===== src/rtl/btn_pkg.sv =====
// Shared button-control definitions: state encoding and default timing constants.
package btn_pkg;

  localparam logic [1:0] BTN_IDLE   = 2'd0;
  localparam logic [1:0] BTN_PRESS  = 2'd1;
  localparam logic [1:0] BTN_REPEAT = 2'd2;

  typedef enum logic [1:0] {
    ST_IDLE   = BTN_IDLE,
    ST_PRESS  = BTN_PRESS,
    ST_REPEAT = BTN_REPEAT
  } btn_state_e;

  // Default timing, also used by the alarm-clock control FSM.
  localparam int unsigned BTN_HOLD_CYC_DEF   = 1000;
  localparam int unsigned BTN_REPEAT_CYC_DEF = 200;
  localparam int unsigned BTN_CNT_W_DEF      = 16;

endpackage


===== src/rtl/btn_timer.sv =====
// Hold/repeat counter: clears to zero, increments on request, flags terminal count
// against a runtime limit supplied by the controller.
module btn_timer #(
  parameter int unsigned CNT_W = 16
) (
  input  logic             clk,
  input  logic             rst_n,
  input  logic             clr,
  input  logic             inc,
  input  logic [CNT_W-1:0] limit,
  output logic             tc_c
);

  logic [CNT_W-1:0] cnt;

  // Counter register; clear has priority over increment.
  always_ff @(posedge clk or negedge rst_n) begin
    if (!rst_n) begin
      cnt <= '0;
    end else if (clr) begin
      cnt <= '0;
    end else if (inc) begin
      cnt <= cnt + CNT_W'(1);
    end
  end

  assign tc_c = (cnt == limit);

endmodule


===== src/rtl/button_press_ctrl.sv =====
// Button event generator: converts a debounced level into press, long-press and
// auto-repeat pulses. Define BTN_RELEASE_EN to add the rel_p release pulse;
// without it rel_p is tied low and no extra flop is built.
module button_press_ctrl
  import btn_pkg::*;
#(
  parameter int unsigned HOLD_CYC   = BTN_HOLD_CYC_DEF,
  parameter int unsigned REPEAT_CYC = BTN_REPEAT_CYC_DEF,
  parameter int unsigned CNT_W      = BTN_CNT_W_DEF
) (
  input  logic clk,
  input  logic rst_n,
  input  logic en,
  input  logic d,
  output logic press_p,
  output logic long_p,
  output logic rep_p,
  output logic held,
  output logic rel_p
);

  btn_state_e       state;
  logic             d_q;
  logic             rise_c;
  logic             active_c;
  logic             tc_c;
  logic             tmr_inc_c;
  logic             tmr_clr_c;
  logic [CNT_W-1:0] limit_c;

  assign rise_c   = d & ~d_q & en;
  assign active_c = (state == ST_PRESS) || (state == ST_REPEAT);
  assign limit_c  = (state == ST_PRESS) ? CNT_W'(HOLD_CYC - 1) : CNT_W'(REPEAT_CYC - 1);

  // Count only while holding below threshold; any exit, threshold hit or idle clears.
  assign tmr_inc_c = en && active_c && d && !tc_c;
  assign tmr_clr_c = !tmr_inc_c;

  btn_timer #(
    .CNT_W (CNT_W)
  ) u_timer (
    .clk   (clk),
    .rst_n (rst_n),
    .clr   (tmr_clr_c),
    .inc   (tmr_inc_c),
    .limit (limit_c),
    .tc_c  (tc_c)
  );

  // Previous level; resets high so a button held through reset is not a press.
  always_ff @(posedge clk or negedge rst_n) begin
    if (!rst_n) begin
      d_q <= 1'b1;
    end else begin
      d_q <= d;
    end
  end

  // Control FSM with registered pulse and held outputs; release beats threshold.
  always_ff @(posedge clk or negedge rst_n) begin
    if (!rst_n) begin
      state   <= ST_IDLE;
      press_p <= 1'b0;
      long_p  <= 1'b0;
      rep_p   <= 1'b0;
      held    <= 1'b0;
    end else begin
      press_p <= 1'b0;
      long_p  <= 1'b0;
      rep_p   <= 1'b0;
      if (!en) begin
        state <= ST_IDLE;
        held  <= 1'b0;
      end else begin
        case (state)
          ST_IDLE: begin
            if (rise_c) begin
              press_p <= 1'b1;
              state   <= ST_PRESS;
            end
          end
          ST_PRESS: begin
            if (!d) begin
              state <= ST_IDLE;
            end else if (tc_c) begin
              long_p <= 1'b1;
              held   <= 1'b1;
              state  <= ST_REPEAT;
            end
          end
          ST_REPEAT: begin
            if (!d) begin
              state <= ST_IDLE;
              held  <= 1'b0;
            end else if (tc_c) begin
              rep_p <= 1'b1;
            end
          end
          default: begin
            state <= ST_IDLE;
            held  <= 1'b0;
          end
        endcase
      end
    end
  end

`ifdef BTN_RELEASE_EN
  // Release pulse when an active hold ends because the button was let go.
  always_ff @(posedge clk or negedge rst_n) begin
    if (!rst_n) begin
      rel_p <= 1'b0;
    end else begin
      rel_p <= en && active_c && !d;
    end
  end
`else
  assign rel_p = 1'b0;
`endif

endmodule

===== config.mk =====
export PLATFORM = sky130hd
export DESIGN_NAME = button_press_ctrl
export DESIGN_NICKNAME = d
export VERILOG_FILES = /design/src/rtl/btn_pkg.sv /design/src/rtl/btn_timer.sv /design/src/rtl/button_press_ctrl.sv
export SDC_FILE = /design/constraint.sdc
export NUM_CORES = 1
export LEC_CHECK = 0
export CAP_MARGIN = 10
export CELL_PAD_IN_SITES_DETAIL_PLACEMENT = 0
export CELL_PAD_IN_SITES_GLOBAL_PLACEMENT = 1
export CORE_ASPECT_RATIO = 1.2
export CORE_MARGIN = 2
export CORE_UTILIZATION = 25
export CTS_CLUSTER_DIAMETER = 200
export DETAILED_ROUTE_END_ITERATION = 6
export GPL_TIMING_DRIVEN = 0
export PLACE_DENSITY_LB_ADDON = 0.1
export REMOVE_ABC_BUFFERS = 1
export SYNTH_ARGS = -nofsm -noshare
export SYNTH_HDL_FRONTEND = slang
export SYNTH_HIERARCHICAL = 1
export SYNTH_SLANG_ARGS = --single-unit

===== constraint.sdc =====
create_clock -name clk -period 9.2 [get_ports clk]
set_clock_uncertainty 0.2 [all_clocks]
set_input_delay 2.76 -clock clk [delete_from_list [all_inputs] [get_ports clk]]
set_output_delay 2.76 -clock clk [all_outputs]
set_load 0.005 [all_outputs]

* Word level (Yosys, flattened, before mapping)
Index checks and enable logic that the tools add are counted.
Storage, ports and cells: bits in registers 23, bits of input ports 4, output and inout bits 5, word-level logic and storage cells 50
Operators by class: add/sub/neg operators 1, eq/ne operators 9, multiplexer cells 22, bitwise logic cells 3, reduce and logical (&&, ||, !) cells 8
Operator list (count):
- adder 16 x 1 -> 16 bit (second input constant) | 1
- equality test 16 x 10 -> 1 bit | 1
- two-way mux 16 bit | 1
- two-way mux 1 bit | 13
- inequality test 3 bit (second input constant) | 4
- two-way mux 10 bit | 1
- two-way mux 2 bit | 5
- one-hot mux 2 bit (3 select lines) | 1
- inequality test 4 bit (second input constant) | 1
- AND reduction 4 bit | 1
- logical AND 1 bit | 3
- one-hot mux 1 bit (3 select lines) | 1
- AND reduction 3 bit | 1
- AND 1 bit | 2
- equality test 2 x 1 -> 1 bit (second input constant) | 1
- equality test 2 bit (second input constant) | 1
- zero test 2 bit | 1
- inequality test 2 bit (second input constant) | 1
- zero test 1 bit | 1
- logical OR 1 bit | 1
- inverter 1 bit | 1

* Depth between registers and ports, before layout
Gate-level depths: netlist (run 1).
depth after elaboration 7, depth in mapped cells 12, depth with buffers taken out 11

* Modules after synthesis
The synthesis (run 1) kept the hierarchy.
By module, submodules not included:
- btn_timer | instances 1, cells each 104, area each 1024.7 µm², seq. area each 400.4 µm²
- button_press_ctrl | instances 1, cells each 40, area each 419.2 µm², seq. area each 176.4 µm²

* Worst setup path after synthesis (run 1)
OpenSTA, ideal clock, no wires.
path type input to register, from input en, to register u_timer.cnt[14], setup time 0.125 ns, arrival 3.829 ns, required time 8.875 ns, setup slack 5.046 ns, cell stages on the path 7, buffers on the path 1, cell sequence nand4b_1 -> inv_1 -> buf_2 -> o211ai_1 -> nor4_4 -> nand3_2 -> mux2_4
On the way: word-level cells in the longest chain between the ends 4
Ends and longest elaborated chain:
- start, declared | RTL line button_press_ctrl.sv:13 | input logic en,
- logical AND 1 bit (3 in series) | RTL line button_press_ctrl.sv:36 | assign tmr_inc_c = en && active_c && d && !tc_c;
- named net tmr_inc_c | RTL line button_press_ctrl.sv:27 | logic tmr_inc_c;
- two-way mux 16 bit | RTL line btn_timer.sv:20 | end else if (clr) begin
- end signal, assigned | RTL line btn_timer.sv:23 | cnt <= cnt + CNT_W'(1);
- end, declared | RTL line btn_timer.sv:14 | logic [CNT_W-1:0] cnt;
The timed path passes the listed nets, and every way through them passes these cells. A chain may end at the register's enable or synchronous reset.

* Final worst setup path (run 1)
from input en, to register u_timer.cnt[15]
The elaborated chain is that of the path after synthesis.

==> impl_metrics.csv, run 1 <==
group,metric,value,unit
clocking,cts_root_buf,"clkbuf_8",
synth,ys_ff_latch,23,
placement,numPortBuffers,7,
synth,ys_seq_area_share,39.95,%
routing,ant_nets,0,
clocking,cts_max_level,1,
timing,finalHoldViolations,0,
finish,nets,171,
clocking,cts_buffers,3,
timing,fmax,172.1,MHz
timing,final.period_utilization,63.15,%
synth,synth_top_flop_cell,"dfrtp_1",
finish,finalNonFillerCells,224,
synth,synth_warnings,6,
hold_path,hold_class,"flip-flop to flip-flop",
critical_path,slowest_stage,"nand4b_1",
critical_path,path_buf_inv,2,
power,powerDensity,122.6,nW/um2
timing,grt_setup_unrepaired,"false",
finish,fillers,605,
clocking,cts_resized,0,
synth,yosysUniqueCellTypes,38,
routing,firstDrtPassIters,4,
critical_path,critPathRequiredTime,9120,ps
finish,antenna_cells,0,
run,cap_violations,0,
floorplan,die_x,73.38,um
critical_path,slowest_delay,840,ps
clocking,cts_tree,"done",
routing,avgViaCountPerCell,4.603,
power,peakVddDrop,0.04616,mV
clocking,cts_max_path_buffers,2,
synth,synth_edf_count,0,
grt,grt-ovfl-total,0,
finish,multi_input_area,847.1,um2
placement,gp_congestion,0.7003,
placement,placed_area,1597,um2
critical_path,cp-end-kind,"flip-flop",
finish,drive_gt1_share,8.125,%
critical_path,worstPathArrival,5730,ps
finish,area_growth,14.73,%
placement,hpwl,2208,um
critical_path,worstSetupPathType,"input port to flip-flop",
timing,fin_tns_setup,0,ps
floorplan,die_y,87.25,um
synth,syn_area,1444,um2
finish,fin_area,1657,um2
finish,fin_util,29.42,%
routing,wl_per_cell,13.64,um
timing,max_slew_margin,30.54,%
synth,synthCells,144,
clocking,post_cts_buffers,0,
synth,syn_area_per_cell,10.03,um2
timing,setup_viol,0,
timing,layout_min_cycle_time,5809,ps
floorplan,coreArea,5630,um2
clocking,ctsHoldBuffers,0,
finish,register_area,576.8,um2
floorplan,die_area,6402,um2
clocking,clock_sinks,23,
floorplan,start_util,25.64,%
critical_path,crit_chain,"clkdlybuf4s50_1, nand4b_1, inv_1, o2111ai_4, nor4_1, xnor2_1, nor2_1",
routing,drt_iter0_markers,24,
grt,grt_max_degree,24,
clocking,clk_pin_slew,80,ps
critical_path,critPathTopFamily,"simple AND/OR/NAND/NOR gates",
timing,tightest_slew,1036,ps
timing,maxSlewViolCount,0,
grt,grt_pass1_wl,5437,um
floorplan,io_pins,9,
critical_path,cp-start-kind,"input port",
power,leakage,0.0006263,uW
outcome,status,"completed",
power,total_power,203.1,uW
synth,synthArstFlopShare,100.0,%
floorplan,num_rows,30,
routing,drcViolationCount,0,
routing,wl,3056,um
clocking,clock_latency,270,ps
finish,final_common_cell,"xnor2_1",
placement,place_inst,219,
grt,grt_pass1_vias,1094,
finish,mostFrequentLayoutCells,"xnor2_1, dfrtp_1, nor2_1",
critical_path,cp_max_fo,20,
routing,dr_total_vias,1031,
grt,antenna_found_initial,0,
grt,grtUsageTotal,11.20,%
## logic make-up (layout without fill, tap and decap cells)
logic type               Yosys count  after routing  share of synthesized area (%)
buffers and inverters             14             18                          4.506
other                              2             14                         0.5201
multiplexers                       2              2                          1.733
AO/OA/AOI/OAI                     16             16                          9.793
adder cells (fa/ha/maj)            6              6                          5.199
flip-flops                        23             23                          39.95
AND/OR/NAND/NOR                   53             53                          21.32
XOR/XNOR                          28             28                          16.98
## metal layers
| layer | track usage, % | up-vias | wire length [um] |
|---|---|---|---|
| met5 | 0 | - | 0 |
| li1 | - | 511 | - |
| met2 | 19.33 | 11 | 1535 |
| met3 | 1.736 | 5 | 58 |
| met1 | 13.58 | 504 | 1395 |
| met4 | 4.959 | 0 | 66 |
## Yosys cell counts, types with 2 or more instances
cell	n	area, um2
clkbuf_1	2	7.510
conb_1	2	7.510
nor4_1	4	25.02
inv_1	6	22.52
nor2b_1	3	18.77
nand4_1	8	50.05
or3_1	2	12.51
buf_2	4	20.02
buf_4	2	15.01
a21oi_1	5	25.02
o21ai_1	2	10.01
xnor2_1	24	210.2
nor2_1	16	60.06
dfrtp_1	22	550.5
nand3_1	2	10.01
xor2_1	4	35.03
ha_1	6	75.07
nand2_1	7	26.28
nor3_1	3	15.01
o21ai_0	2	10.01
## through the flow
step | hold slack, ps | worst slack [ps]
after global routing | 425.9 | 3047
after detailed placement | 365.3 | 3017
final | 381.7 | 3391
after floorplan | 329.9 | 4386
after CTS | 384.5 | 3303
after global placement | 363.6 | 3029
## tightest hold or removal path, delay by kind of cell, from the launching register on
family / cells / cell delay [ps]
xor gates and xnor gates: 1 / 80
DFF: 1 / 390
and+or+nand+nor: 1 / 70
## where the power goes
group,internal (uW),switching [uW]
clock network,31.0,34.6
registers,103,1.70
logic,13.9,18.9
total,148,55.3
## worst paths after layout
kind,startpoint,endpoint,slack (ps),depth (start not counted)
worst max register to register,state[1],u_timer/cnt[14],4880,11
min in group asynchronous,rst_n,u_timer/cnt[8],2660,1
worst max-delay path,en,u_timer/cnt[15],3390,7
worst min-delay path,u_timer/cnt[15],u_timer/cnt[15],380,2
max in group asynchronous,rst_n,d_q,5570,2
worst min register to register,u_timer/cnt[15],u_timer/cnt[15],380,2
## flip-flops by register name, summed over array words and instances (netlist names)
register     cells
d_q              1
held             1
long_p           1
press_p          1
rep_p            1
state            2
u_timer/cnt     16
## final cells by class
type / instances / share of cell area (%)
well taps: 64 / 4.834
flip-flops and latches: 23 / 34.82
inverters: 6 / 1.360
clock buffers: 4 / 2.719
multi-input cells: 119 / 51.13
repair buffers: 8 / 5.136
No activity file was read; power rests on OpenSTA's default activity.
==> run 2, diff against run 1 <==
clock period = 5.4 ns   (was 9.2 ns; I/O delays follow)
==> results of run 2 <==
Same layout as run 1 (identical final DEF). Status: completed.
Main changes from that run: setup slack after placement 3017 ps -> 356.7 ps; setup slack after layout 3391 ps -> 730.5 ps; register-to-register setup slack 4880 ps -> 1080 ps; total power 203.1 uW -> 345.9 uW; worst IR drop on VDD 0.04616 mV -> 0.07864 mV
==> run 3, diff against run 2 <==
CTS_CLUSTER_SIZE = 24   (was unset)
==> results of run 3 <==
Same layout as run 1 (identical final DEF). Status: completed.
Main changes from that run: setup slack after placement 3017 ps -> 356.7 ps; setup slack after layout 3391 ps -> 730.5 ps; register-to-register setup slack 4880 ps -> 1080 ps; total power 203.1 uW -> 345.9 uW; worst IR drop on VDD 0.04616 mV -> 0.07864 mV
